**src/rtl/ctrl_pkg.sv**
```systemverilog
// ctrl_pkg -- shared encodings and control-bundle types for the pipeline
// control backbone.
//   ALUOP_* : ALU class carried with each instruction
//   FWD_*   : EX operand source selects produced by fwd_unit
//   *_ctrl_t: control fields kept in the ID/EX, EX/MEM and MEM/WB registers
package ctrl_pkg;

   localparam logic [1:0] ALUOP_I  = 2'b00;
   localparam logic [1:0] ALUOP_S  = 2'b01;
   localparam logic [1:0] ALUOP_R  = 2'b10;
   localparam logic [1:0] ALUOP_SB = 2'b11;

   localparam logic [1:0] FWD_RF  = 2'b00;
   localparam logic [1:0] FWD_WB  = 2'b01;
   localparam logic [1:0] FWD_MEM = 2'b10;

   typedef struct packed {
      logic       reg_write;
      logic       memto_reg;
      logic       mem_read;
      logic       mem_write;
      logic       alu_src;
      logic [1:0] alu_op;
   } ex_ctrl_t;

   typedef struct packed {
      logic reg_write;
      logic memto_reg;
      logic mem_read;
      logic mem_write;
   } mem_ctrl_t;

   typedef struct packed {
      logic reg_write;
      logic memto_reg;
   } wb_ctrl_t;

   // A bubble does nothing: every enable low, ALU class left at R-type.
   function automatic ex_ctrl_t bubble_ctrl();
      ex_ctrl_t b;
      b        = '0;
      b.alu_op = ALUOP_R;
      return b;
   endfunction

endpackage

```
**src/rtl/fwd_unit.sv**
```systemverilog
// fwd_unit -- combinational EX-stage forwarding compare for both operands.
//   ex_rs1, ex_rs2         : source registers of the instruction in EX
//   mem_reg_write, mem_rd  : writer currently in MEM
//   wb_reg_write,  wb_rd   : writer currently in WB
//   fwd_a, fwd_b           : operand source selects (FWD_RF/FWD_WB/FWD_MEM)
module fwd_unit
   import ctrl_pkg::*;
#(
   parameter int REG_AW = 5
) (
   input  logic [REG_AW-1:0] ex_rs1,
   input  logic [REG_AW-1:0] ex_rs2,
   input  logic              mem_reg_write,
   input  logic [REG_AW-1:0] mem_rd,
   input  logic              wb_reg_write,
   input  logic [REG_AW-1:0] wb_rd,
   output logic [1:0]        fwd_a,
   output logic [1:0]        fwd_b
);

   // The younger result (MEM) wins over the older one (WB); x0 is never
   // forwarded because writes to it are discarded.
   function automatic logic [1:0] select_src(input logic [REG_AW-1:0] rs);
      if (mem_reg_write && (mem_rd != '0) && (mem_rd == rs))
         return FWD_MEM;
      else if (wb_reg_write && (wb_rd != '0) && (wb_rd == rs))
         return FWD_WB;
      else
         return FWD_RF;
   endfunction

   assign fwd_a = select_src(ex_rs1);
   assign fwd_b = select_src(ex_rs2);

endmodule

```
**src/rtl/ctrl_pipeline.sv**
```systemverilog
// ctrl_pipeline -- control backbone of the five-stage core.
//   clk_i, rst_i         : clock, asynchronous active-low reset
//   *_i bundle, rs/rd    : decoded ID-stage control and register indices
//   flush_i              : branch taken (resolved in ID)
//   mem_stall_i          : data memory busy, freezes every stage
//   NoOp_o, PCWrite_o,
//   IFIDWrite_o, IFFlush_o : hazard/flush controls toward fetch and decode
//   ex_*, mem_*, wb_*    : registered ID/EX, EX/MEM, MEM/WB control
//   ForwardA_o/B_o       : EX operand source selects
module ctrl_pipeline
   import ctrl_pkg::*;
#(
   parameter int REG_AW = 5
) (
   input  logic              clk_i,
   input  logic              rst_i,
   input  logic              RegWrite_i,
   input  logic              MemtoReg_i,
   input  logic              MemRead_i,
   input  logic              MemWrite_i,
   input  logic              ALUSrc_i,
   input  logic              Branch_i,
   input  logic [1:0]        ALUOp_i,
   input  logic [REG_AW-1:0] rs1_i,
   input  logic [REG_AW-1:0] rs2_i,
   input  logic [REG_AW-1:0] rd_i,
   input  logic              flush_i,
   input  logic              mem_stall_i,
   output logic              NoOp_o,
   output logic              PCWrite_o,
   output logic              IFIDWrite_o,
   output logic              IFFlush_o,
   output logic              ex_RegWrite_o,
   output logic              ex_MemtoReg_o,
   output logic              ex_MemRead_o,
   output logic              ex_MemWrite_o,
   output logic              ex_ALUSrc_o,
   output logic [1:0]        ex_ALUOp_o,
   output logic [REG_AW-1:0] ex_rd_o,
   output logic [1:0]        ForwardA_o,
   output logic [1:0]        ForwardB_o,
   output logic              mem_RegWrite_o,
   output logic              mem_MemtoReg_o,
   output logic              mem_MemRead_o,
   output logic              mem_MemWrite_o,
   output logic [REG_AW-1:0] mem_rd_o,
   output logic              wb_RegWrite_o,
   output logic              wb_MemtoReg_o,
   output logic [REG_AW-1:0] wb_rd_o
);

   ex_ctrl_t          ex_q;
   mem_ctrl_t         mem_q;
   wb_ctrl_t          wb_q;
   logic [REG_AW-1:0] ex_rd_q, ex_rs1_q, ex_rs2_q, mem_rd_q, wb_rd_q;
   ex_ctrl_t          id_ctrl;
   logic              hazard;

   // Branches resolve in ID, so Branch_i is not carried past decode.
   logic unused_branch;
   assign unused_branch = Branch_i;

   assign id_ctrl = '{reg_write: RegWrite_i, memto_reg: MemtoReg_i,
                      mem_read:  MemRead_i,  mem_write: MemWrite_i,
                      alu_src:   ALUSrc_i,   alu_op:    ALUOp_i};

   // Load in EX whose result the instruction in ID needs.
   assign hazard = ex_q.mem_read && (ex_rd_q != '0) &&
                   ((ex_rd_q == rs1_i) || (ex_rd_q == rs2_i));

   // NOTE: every output gets a default first so no path through the block
   // leaves one unassigned, which would infer a latch.
   always_comb begin
      NoOp_o      = 1'b0;
      PCWrite_o   = 1'b1;
      IFIDWrite_o = 1'b1;
      IFFlush_o   = flush_i;
      if (mem_stall_i) begin
         PCWrite_o   = 1'b0;
         IFIDWrite_o = 1'b0;
         IFFlush_o   = 1'b0;
      end else if (hazard) begin
         // The branch re-resolves next cycle, so its flush waits too.
         NoOp_o      = 1'b1;
         PCWrite_o   = 1'b0;
         IFIDWrite_o = 1'b0;
         IFFlush_o   = 1'b0;
      end
   end

   // NOTE: stage registers use non-blocking assignments so every stage
   // samples the previous stage's pre-edge value.
   always_ff @(posedge clk_i or negedge rst_i) begin
      if (!rst_i) begin
         // NOTE: only control state is reset; an empty pipeline is all
         // bubbles, which is what lets a mid-stall reset start clean.
         ex_q     <= bubble_ctrl();
         ex_rd_q  <= '0;
         ex_rs1_q <= '0;
         ex_rs2_q <= '0;
         mem_q    <= '0;
         mem_rd_q <= '0;
         wb_q     <= '0;
         wb_rd_q  <= '0;
      end else if (!mem_stall_i) begin
         if (hazard) begin
            ex_q     <= bubble_ctrl();
            ex_rd_q  <= '0;
            ex_rs1_q <= '0;
            ex_rs2_q <= '0;
         end else begin
            ex_q     <= id_ctrl;
            ex_rd_q  <= rd_i;
            ex_rs1_q <= rs1_i;
            ex_rs2_q <= rs2_i;
         end
         mem_q    <= '{reg_write: ex_q.reg_write, memto_reg: ex_q.memto_reg,
                       mem_read:  ex_q.mem_read,  mem_write: ex_q.mem_write};
         mem_rd_q <= ex_rd_q;
         wb_q     <= '{reg_write: mem_q.reg_write, memto_reg: mem_q.memto_reg};
         wb_rd_q  <= mem_rd_q;
      end
   end

   fwd_unit #(.REG_AW(REG_AW)) u_fwd (
      .ex_rs1        (ex_rs1_q),
      .ex_rs2        (ex_rs2_q),
      .mem_reg_write (mem_q.reg_write),
      .mem_rd        (mem_rd_q),
      .wb_reg_write  (wb_q.reg_write),
      .wb_rd         (wb_rd_q),
      .fwd_a         (ForwardA_o),
      .fwd_b         (ForwardB_o)
   );

   assign ex_RegWrite_o  = ex_q.reg_write;
   assign ex_MemtoReg_o  = ex_q.memto_reg;
   assign ex_MemRead_o   = ex_q.mem_read;
   assign ex_MemWrite_o  = ex_q.mem_write;
   assign ex_ALUSrc_o    = ex_q.alu_src;
   assign ex_ALUOp_o     = ex_q.alu_op;
   assign ex_rd_o        = ex_rd_q;
   assign mem_RegWrite_o = mem_q.reg_write;
   assign mem_MemtoReg_o = mem_q.memto_reg;
   assign mem_MemRead_o  = mem_q.mem_read;
   assign mem_MemWrite_o = mem_q.mem_write;
   assign mem_rd_o       = mem_rd_q;
   assign wb_RegWrite_o  = wb_q.reg_write;
   assign wb_MemtoReg_o  = wb_q.memto_reg;
   assign wb_rd_o        = wb_rd_q;

endmodule
```
**config.mk**
```make
export PLATFORM = sky130hd
export DESIGN_NAME = ctrl_pipeline
export DESIGN_NICKNAME = d
export VERILOG_FILES = /design/src/rtl/ctrl_pkg.sv /design/src/rtl/fwd_unit.sv /design/src/rtl/ctrl_pipeline.sv
export SDC_FILE = /design/constraint.sdc
export NUM_CORES = 1
export LEC_CHECK = 0
export BUFFER_PORTS_ARGS = -buffer_cell sky130_fd_sc_hd__buf_2
export CELL_PAD_IN_SITES_DETAIL_PLACEMENT = 1
export CELL_PAD_IN_SITES_GLOBAL_PLACEMENT = 1
export CORE_MARGIN = 2
export CORE_UTILIZATION = 42
export DETAILED_ROUTE_END_ITERATION = 16
export PLACE_DENSITY_LB_ADDON = 0.1
export SLEW_MARGIN = 20
export SYNTH_ARGS = -nofsm -noshare
export SYNTH_HDL_FRONTEND = slang
export SYNTH_HIERARCHICAL = 1
export SYNTH_SLANG_ARGS = --single-unit
```
**constraint.sdc**
```tcl
create_clock -name clk_i -period 2.6 [get_ports clk_i]
set_input_delay 0.52 -clock clk_i [delete_from_list [all_inputs] [get_ports clk_i]]
set_output_delay 0.52 -clock clk_i [all_outputs]
set_load 0.01 [all_outputs]
```
# After elaboration in Yosys (flattened, before gate mapping)
# Index checks and enable logic that the tools add are counted.
# totals
out_inout_bits,36
wordCells,49
in_bits,27
ff_bits,38
# classes
eq_ne,6
n_mux,14
n_reduce_logical,12
# op_table
op,n
$eq 5x5->1,6
$mux 5,3
$reduce_bool 5->1,3
$logic_and 1x1->1,8
$mux 1,8
$mux 7,1
$mux 2,2
$logic_or 1x1->1,1

# Logic depth before layout (Yosys ltp)
# Gate-level depths: netlist of the first run.
# depth
ltp_word,5
mapped_depth,5
depth_no_buf,4

# Hierarchy
# The synthesis of the first run kept the hierarchy.
# modules_own_cells
mod,area_per_inst_um2,seq_area_each_um2,cells_each,instances
ctrl_pipeline,1692.9,952.2,130,1
fwd_unit,257.7,0.0,34,1

# Least setup slack after synthesis of the first run
# No wires, ideal clock.
# synth_path
path_type,reg-to-output
startpoint,reg mem_rd_q[1] (netlist: mem_rd_o[1])
endpoint,out ForwardA_o[0]
n_path_buf,0
stages_incl_launch_ff,5
path_slack_ps,389
arrival_ps,1691
path_cell_list,dfrtp_1 -> or4_1 -> o21ai_2 -> nor4_1 -> nor4_1
# synth_via
elab_chain_cells,4
elab_cells_between_ends,5
classes_between,eq/ne (1); mux (1); reduce/logical (3)
# synth_rtl
element,line,rtl
start: declaration,ctrl_pipeline.sv:55,"logic [REG_AW-1:0] ex_rd_q, ex_rs1_q, ex_rs2_q, mem_rd_q, wb_rd_q;"
start signal: assignment,ctrl_pipeline.sv:119,mem_rd_q <= ex_rd_q;
$reduce_bool 5->1,fwd_unit.sv:24,if (mem_reg_write && (mem_rd != '0) && (mem_rd == rs))
$logic_and 1x1->1,fwd_unit.sv:24,
$logic_and 1x1->1 (*),fwd_unit.sv:24,
$mux 2 (*),fwd_unit.sv:24,
end: declaration,ctrl_pipeline.sv:40,"output logic [1:0] ForwardA_o,"
# Mark *: on every way between the ends. The rest lies on a longest branch, timed or not.

# Worst setup path in the final report of the first run
# layout_path
startpoint,reg ex_rd_q[1] (netlist: ex_rd_o[1])
endpoint,out NoOp_o
# layout_via
elab_chain_cells,5
elab_cells_between_ends,8
classes_between,eq/ne (2); mux (2); reduce/logical (4)
# layout_rtl
element,line,rtl
start: declaration,ctrl_pipeline.sv:55,
start signal: assignment,ctrl_pipeline.sv:113,ex_rd_q <= rd_i;
$eq 5x5->1 or $reduce_bool 5->1 (tied branches),"ctrl_pipeline.sv:69, ctrl_pipeline.sv:68",
$logic_or 1x1->1 or $logic_and 1x1->1 (tied branches),"ctrl_pipeline.sv:69, ctrl_pipeline.sv:68",
$logic_and 1x1->1 (*),ctrl_pipeline.sv:68,assign hazard = ex_q.mem_read && (ex_rd_q != '0) &&
$mux 1 (*),ctrl_pipeline.sv:82,end else if (hazard) begin
$mux 1 (*),ctrl_pipeline.sv:78,if (mem_stall_i) begin
end: declaration,ctrl_pipeline.sv:29,"output logic NoOp_o,"
# Marks and branches as above.

==> impl_metrics.ini, run 1 <==
[status]
status = finished, final reports clean

[placement]
placed_area_um2 = 2280
gp_congestion = 0.833
dp_hpwl_um = 3600
dp.cells = 270
portBuffers = 61
pre_cts_slack_ns = 0.267

[clocking]
cts_max_level = 2
cts_buffer_depth = 2
cts_tree = yes
cts.sinks = 38
cts_buffers = 5
clock_latency_ns = 0.29
cts_root_buf = clkbuf_8
hold_buffers = 0
path_clk_slew_ns = 0.07

[power_and_ir_drop]
p_leak_uw = 0.00115
swShare_pct = 33.1
powerDensity_nw_per_um2 = 704
ir_worst_vdd_mv = 0.341
finalPower_uw = 1750
p_int_uw = 1170
switching_power_uw = 580
power_frac_comb_pct = 29.8
p_clk_share_pct = 23.9
pwr-share-seq_pct = 46.3

[critical_path]
r2r_slack_ns = 0.75
cp.arrival_ns = 2.01
r2r_cells = 5
setup.worst_path.end = NoOp_o
reg2reg_to = ex_MemWrite_o
path_class = reg -> out
path_max_fanout = 12
endpoint_kind = output pin
required_ns = 2.08
startpoint = ex_rd_o[1]
timing.rr.start = ex_rd_o[1]
worstSetupStartpointType = flip-flop

[global_routing]
overflow = 0
globalRouteTotalUtil_pct = 20.6
grt_pass1_vias = 1584
antenna_found_initial = 0
grt_max_degree = 39
grt_pass1_wl_um = 8100

[synth]
synth.ff_latch_count = 38
synth_adder_area_share_pct = 0
yosys.area.top_type = dfrtp_1
avgSynthCellArea_um2 = 11.9
synth_cell_types = 24
yosysSeqAreaShare_pct = 48.8
yosysTopAreaCellShare_pct = 47.5
synth-compound-area-share_pct = 7.57
yosysWarningCount = 6
yosys.area_share.simple_pct = 6.80
synth.area.mux_share_pct = 20.0
synth_area_leaders = dfrtp_1 (47%), xnor2_1 (12%), mux2i_1 (11%), mux2_2 (9.2%), a21oi_1 (5.9%)
syn_nets = 191
synth_xor_area_share_pct = 13.5
syn_inst = 164
netlist_area_um2 = 1950
synth_top_family_by_area = multiplexers

[min_path]
min_path_type = in -> async

[layout]
fin_area_um2 = 2490
synthToLayoutAreaGrowth_pct = 27.6
finalNonFillerCells = 289
insertedDiodeCount = 0
finalNetCount = 263
fillers = 497
drive_gt1_share_pct = 46.8

[floorplanning]
dieArea_um2 = 5210
fp-row-count = 24
fp.dieH_um = 72.2
io_pins = 63
dieWidth_um = 72.2
initial_utilization_pct = 44.2
core-area_um2 = 4410

[timing]
fmax_mhz = 395
post-route-min-period_ns = 2.53
fin_skew_ns = 0.00381
whs_ns = 0.330
max_slew_margin_pct = 42.8
setup_violations = 0
hold_viol = 0
timing.final.ws_setup_ns = 0.0685
worst_slew_pin_slew_ns = 0.858
drv_slew = 0
fin_crit_sh_pct = 97.4

[detailed_routing]
drc = 0
routedWlPerCell_um = 18.0
postRouteAntennaNets = 0
firstDrtPassIters = 4
via_count = 1528
drt_iter0_drc = 44
drt_wl_total_um = 5190
post_drt_via_cell_ratio = 5.29

[flow_run]
maxCapViolations = 0
==> cells in the mapped netlist (all sizes together) <==
cell type  count
and2           1
dfstp          1
nor4           4
nand4          2
or4            3
nand2b         1
buf            2
dfrtp         37
o22ai          1
o21a           1
a21oi         23
nand2          4
o21ai          1
mux2          16
mux2i         21
nor2           1
xor2           4
nor2b          2
clkbuf         8
nand3          4
xnor2         26
a221o          1
==> layer usage <==
metal	wire, um	track usage, %
met5	0	0
met4	66	5.87
met3	233	5.42
met2	2700	34.9
met1	2190	26.0
==> layout make-up <==
class	count	area, um2	share of cell area, %
clock buffers	7	86.3	3.47
clock inverters	1	5.00	0.201
multi-input cells	117	972	39.0
flip-flops and latches	38	958	38.5
well taps	52	65.1	2.61
repair buffers	74	403	16.2
==> repair_timing <==
| action | CTS | global route |
|---|---|---|
| setup buffers | 1 | 9 |
| pin swaps | 1 | 2 |
| setup endpoints to repair | 2 | 3 |
| gates resized for setup | 2 | 7 |
| gates cloned | 1 | 0 |
==> worst min path at each step <==
stage	start	endpoint	slack, ns	cells past startpoint
after global placement	mem_MemRead_o	mem_MemRead_o	0.48	1
after global routing	rst_i	wb_rd_o[3]	0.39	1
after detailed placement	mem_MemRead_o	mem_MemRead_o	0.49	1
final	rst_i	wb_rd_o[4]	0.33	1
after floorplan	rst_i	ex_ALUOp_o[0]	0.22	0
after CTS	rst_i	ex_rs1_q[0]	0.37	1
==> worst max-delay path: stages (launching register included) <==
cell     delay, ns
dfrtp_2       0.43
or4_1         0.56
o21a_1        0.20
nor2b_4       0.17
and2_2        0.22
buf_2         0.13
==> sequential cells by signal, summed over array words and instances (netlist names), 2 cells and up <==
| signal | cells |
|---|---|
| mem_rd_o | 5 |
| ex_rs2_q | 5 |
| wb_rd_o | 5 |
| ex_rd_o | 5 |
| ex_ALUOp_o | 2 |
| ex_rs1_q | 5 |
==> cell families (layout without fill, tap and decap cells) <==
| logic type | count (synthesis) | in the layout |
|---|---|---|
| DFF | 38 | 38 |
| xor gates and xnor gates | 30 | 30 |
| muxes | 37 | 37 |
| buffers and inverters | 10 | 82 |
| AOI/OAI and AO/OA | 27 | 27 |
| and+or+nand+nor | 22 | 23 |
==> stage by stage <==
| step | utilization, % | setup TNS, ns |
|---|---|---|
| after global placement | 51.8 | 0 |
| after global routing | 56.4 | -0.00797 |
| after CTS | 54.3 | 0 |
| after floorplan | - | 0 |
| after detailed placement | 51.8 | 0 |
| final | 56.4 | 0 |
==> cell usage in the layout (no fill, tap or decap), types with 2 or more instances in the layout <==
cell | netlist | routed
buf_4 | 2 | 13
nand4_1 | 2 | 2
clkbuf_8 | 2 | 6
dfrtp_1 | 37 | 32
mux2_2 | 16 | 16
buf_2 | 0 | 61
mux2i_1 | 21 | 21
nand2_1 | 4 | 4
xnor2_1 | 26 | 26
dfrtp_2 | 0 | 5
or4_1 | 3 | 2
nor4_1 | 4 | 2
nor4_2 | 0 | 2
xor2_1 | 4 | 4
a21oi_1 | 23 | 23
nand3_1 | 4 | 4
==> power by group through the flow <==
stage                     Clock, uW  Combinational [uW]  Sequential (uW)
final                           419                 523              811
after detailed placement          0                 470              825
after global placement            0                 452              812
after global routing            467                 567              831
after CTS                       434                 480              814
after floorplan                   0                 267              827
Power figures use the tool's default switching activity.
==> inputs of run 2 (changes only) <==
- CELL_PAD_IN_SITES_GLOBAL_PLACEMENT: 1 -> 2
- CORE_UTILIZATION: 42 -> 34
- MAX_ROUTING_LAYER: unset -> met4
==> impl_metrics.ini, run 2 (synthesis gave the netlist of run 1 again) <==
[status]
status = finished, final reports clean

[timing]
post-route-min-period_ns = 2.50
whs_ns = 0.334
setup_violations = 0
fin_skew_ns = 0.00209
drv_slew = 0
worst_slew_pin_slew_ns = 0.854
fin_crit_sh_pct = 96.1
max_slew_margin_pct = 43.1
tns_ns = 0
fmax_mhz = 400
hold_viol = 0

[placement]
dp_hpwl_um = 3660
gp_congestion = 0.723
portBuffers = 61
placed_area_um2 = 2310

[layout]
drive_gt1_share_pct = 45.8
finalNetCount = 264
synthToLayoutAreaGrowth_pct = 28.1
final_cell_mix = buf_2 (61), dfrtp_1 (32), xnor2_1 (26)
insertedDiodeCount = 0
layout_commonest_cell = buf_2
fin_area_um2 = 2500

[clocking]
cts_buffer_depth = 2
cts_buffers = 5
cts_root_buf = clkbuf_8
cts_tree = yes
cts.sinks = 38
cts_max_level = 2
path_clk_slew_ns = 0.07
clock_latency_ns = 0.29
hold_buffers = 0

[detailed_routing]
routedWlPerCell_um = 16.9
drc = 0
drt_iter0_drc = 34
via_count = 1537
post_drt_via_cell_ratio = 4.96
postRouteAntennaNets = 0
firstDrtPassIters = 4
drt_wl_total_um = 5250

[power_and_ir_drop]
powerDensity_nw_per_um2 = 696
ir_worst_vdd_mv = 0.244
p_int_uw = 1170
pwr-share-seq_pct = 46.1
swShare_pct = 32.8
power_frac_comb_pct = 29.8
p_clk_share_pct = 24.1
switching_power_uw = 570
p_leak_uw = 0.00115

[flow_run]
maxCapViolations = 0

[critical_path]
critPathMaxStageDelay_ns = 0.53
worstSetupStartpointType = flip-flop
required_ns = 2.08
endpoint_kind = output pin
path_max_fanout = 12
path_class = reg -> out
cp_slowest_cell = or4_1
cp.arrival_ns = 1.98
path_cells = or4_1, o21a_1, nor2b_4, and2_2, buf_2

[min_path]
min_path_type = in -> async

[floorplanning]
fp-row-count = 27
dieWidth_um = 79.7
fp.dieH_um = 79.7
io_pins = 63
initial_utilization_pct = 35.2
dieArea_um2 = 6360
core-area_um2 = 5540

[global_routing]
grt_pass1_vias = 1603
globalRouteTotalUtil_pct = 17.3
overflow = 0
grt_max_degree = 39
grt_pass1_wl_um = 8140
antenna_found_initial = 0
-- run 2: worst paths after layout --
kind / startpoint / to / slack (ns) / cells after the start
max reg2reg: ex_rd_o[4] / ex_rs2_q[3] / 0.80 / 5
max in group asynchronous: rst_i / mem_rd_o[1] / 1.68 / 1
min in group clk_i: rd_i[1] / ex_rd_o[1] / 0.50 / 3
max: ex_rd_o[4] / NoOp_o / 0.10 / 5
min reg2reg: wb_MemtoReg_o / wb_MemtoReg_o / 0.51 / 1
min: rst_i / mem_MemtoReg_o / 0.33 / 1
-- run 2: worst max-delay path, delay by kind of cell, from the launching register on --
kind	cells	cell delay [ns]
AO/OA/AOI/OAI	1	0.20
buffers and inverters	1	0.13
flip-flops	1	0.44
AND/OR/NAND/NOR	3	0.92
-- run 2: per-layer routing --
| metal | track usage (%) | share of wire (%) | vias up |
|---|---|---|---|
| met5 | - | 0 | - |
| met4 | 5.76 | 1.2 | 0 |
| met3 | 3.05 | 4.9 | 7 |
| met2 | 29.5 | 51 | 48 |
| met1 | 20.9 | 43 | 752 |
| li1 | - | - | 730 |
-- run 2: layout make-up --
type,count,area (um2)
repair buffers,75,410
well taps,72,90.1
fillers,645,3040
flip-flops and latches,38,958
clock inverters,1,5.00
clock buffers,7,86.3
multi-input cells,117,948
-- run 2: power by group through the flow --
stage | sequential, uW | clock [uW] | combinational [uW]
6_report | 802 | 420 | 519
5_1_grt | 820 | 454 | 564
4_1_cts | 811 | 431 | 486
3_5_place_dp | 820 | 0 | 477
3_3_place_gp | 813 | 0 | 460
2_1_floorplan | 827 | 0 | 267
-- run 2: what timing repair did --
action | 4_1_cts | 5_1_grt
buffers inserted | 1 | 10
endpoints found under the hold margin | 0 | 0
gates cloned | 1 | 0
endpoints found under the setup margin | 1 | 5
pin swaps | 0 | 1
gates resized for setup | 3 | 2
-- run 2: through the flow --
| stage | setup WS [ns] | power (uW) | util [%] | std cells |
|---|---|---|---|---|
| 6_report | 0.101 | 1740 | 45.1 | 310 |
| 5_1_grt | -0.00311 | 1840 | 45.1 | 310 |
| 4_1_cts | 0.0300 | 1730 | 43.7 | 300 |
| 3_5_place_dp | 0.265 | 1300 | 41.7 | 290 |
| 3_3_place_gp | 0.293 | 1270 | 41.7 | 290 |
| 2_1_floorplan | 0.389 | 1090 | - | 164 |
==> inputs of run 3 (changes only) <==
==> constraint.sdc (replaced) <==
create_clock -name clk_i -period 2.6 [get_ports clk_i]
set_input_delay 0.26 -clock clk_i [delete_from_list [all_inputs] [get_ports clk_i]]
set_output_delay 0.26 -clock clk_i [all_outputs]
set_load 0.01 [all_outputs]
==> impl_metrics.ini, run 3 (synthesis gave the netlist of run 1 again) <==
[clocking]
path_clk_slew_ns = 0.08
cts_buffer_depth = 2
cts.sinks = 38
cts_tree = yes
cts_root_buf = clkbuf_8
cts_max_level = 2
clock_latency_ns = 0.29
postCtsSetupBuffers = 0
cts-resized-gates = 0
cts_buffers = 5
hold_buffers = 0

[timing]
timing.final.ws_setup_ns = 0.254
rsz0062_at_grt = no
whs_ns = 0.0829
tns_ns = 0
hold_viol = 0
fin_crit_sh_pct = 90.2
worst_slew_pin_slew_ns = 0.873
max_slew_margin_pct = 41.8
fin_skew_ns = 0.00695
setup_violations = 0
drv_slew = 0
fmax_mhz = 426
post-route-min-period_ns = 2.35

[layout]
fillers = 631
drive_gt1_share_pct = 40.0
synthToLayoutAreaGrowth_pct = 22.6
utilization_pct = 43.2
layout_commonest_cell = buf_2
insertedDiodeCount = 0
finalNetCount = 251
final_cell_mix = buf_2 (61), dfrtp_1 (37), xnor2_1 (26)

[critical_path]
critPathMaxStageDelay_ns = 0.54
worstSetupStartpointType = flip-flop
r2r_cells = 4
endpoint_kind = output pin
cp.buffers_inverters = 1
critical_path.top_delay_family = simple AND/OR/NAND/NOR gates
path_max_fanout = 23
cp_slowest_cell = or4_1
required_ns = 2.34
path_class = reg -> out
r2r_slack_ns = 0.74
timing.rr.start = ex_rd_o[4]
reg2reg_to = ex_ALUOp_o[1]
cp.arrival_ns = 2.09
path_cells = or4_1, o21a_1, nor2b_4, and2_2, buf_2

[detailed_routing]
postRouteAntennaNets = 0
via_count = 1491
drc = 0
post_drt_via_cell_ratio = 5.02
drt_wl_total_um = 5040
firstDrtPassIters = 4
drt_iter0_drc = 34
routedWlPerCell_um = 17.0

[min_path]
min_path_type = in -> async

[global_routing]
grt_max_degree = 39
grt_pass1_wl_um = 8340
grt_pass1_vias = 1579
globalRouteTotalUtil_pct = 17.6
overflow = 0
antenna_found_initial = 0

[placement]
dp_hpwl_um = 3670
portBuffers = 61
pre_cts_slack_ns = 0.538
gp_congestion = 0.734

[floorplanning]
dieWidth_um = 79.7
initial_utilization_pct = 35.2
fp-row-count = 27
io_pins = 63
dieArea_um2 = 6360
fp.dieH_um = 79.7
core-area_um2 = 5540

[power_and_ir_drop]
p_leak_uw = 0.00109
ir_worst_vdd_mv = 0.289
powerDensity_nw_per_um2 = 706

[flow_run]
maxCapViolations = 0

[status]
status = finished, final reports clean
[run 3: cell types whose count changed in the layout (fill, tap and decap cells not counted), sizes merged]
cell	delta
buf	-12
clkbuf	+1
clkinv	-1
nor2b	-1
[run 3: area by class of cell]
| cell class | instances | area [um2] | area share [%] |
|---|---|---|---|
| timing repair buffer | 63 | 320 | 13.4 |
| tap | 72 | 90.1 | 3.77 |
| sequential | 38 | 952 | 39.8 |
| multi-input combinational | 116 | 940 | 39.3 |
| clock buffer | 8 | 90.1 | 3.77 |
[run 3: worst max path at each step]
| stage | start | cells past startpoint | slack (ns) | end |
|---|---|---|---|---|
| 2_1_floorplan | mem_rd_o[1] | 4 | 0.65 | ForwardA_o[0] |
| 3_3_place_gp | ex_rd_o[4] | 5 | 0.54 | NoOp_o |
| 3_5_place_dp | ex_rd_o[4] | 5 | 0.54 | NoOp_o |
| 4_1_cts | ex_rd_o[4] | 5 | 0.20 | NoOp_o |
| 5_1_grt | mem_rd_o[1] | 5 | 0.13 | ForwardA_o[0] |
| 6_report | ex_rd_o[4] | 5 | 0.25 | NoOp_o |
[run 3: worst reg2reg max path: stages, from the launching register on]
cell	delay (ns)
dfrtp_1	0.47
or4_1	0.54
o21a_1	0.21
nor2b_4	0.21
a221o_1	0.36
[run 3: metrics by stage]
stage                     cells  power (uW)  area (um2)
after floorplan             164        1090        1950
after global placement      289        1270        2300
after detailed placement    289        1290        2300
after CTS                   297        1720        2390
after global routing        297        1800        2390
final                       297        1690        2390
[run 3: power by group]
group | switching, uW | internal [uW]
Combinational | 223 | 235
Clock | 202 | 216
Sequential | 128 | 684
[run 3: metal layers]
metal | vias to the layer above | track usage, % | part of all wire, %
li1 | 706 | - | -
met1 | 737 | 22.6 | 45
met2 | 41 | 28.9 | 49
met3 | 7 | 3.28 | 4.2
met4 | 0 | 4.92 | 1.1
met5 | - | - | 0
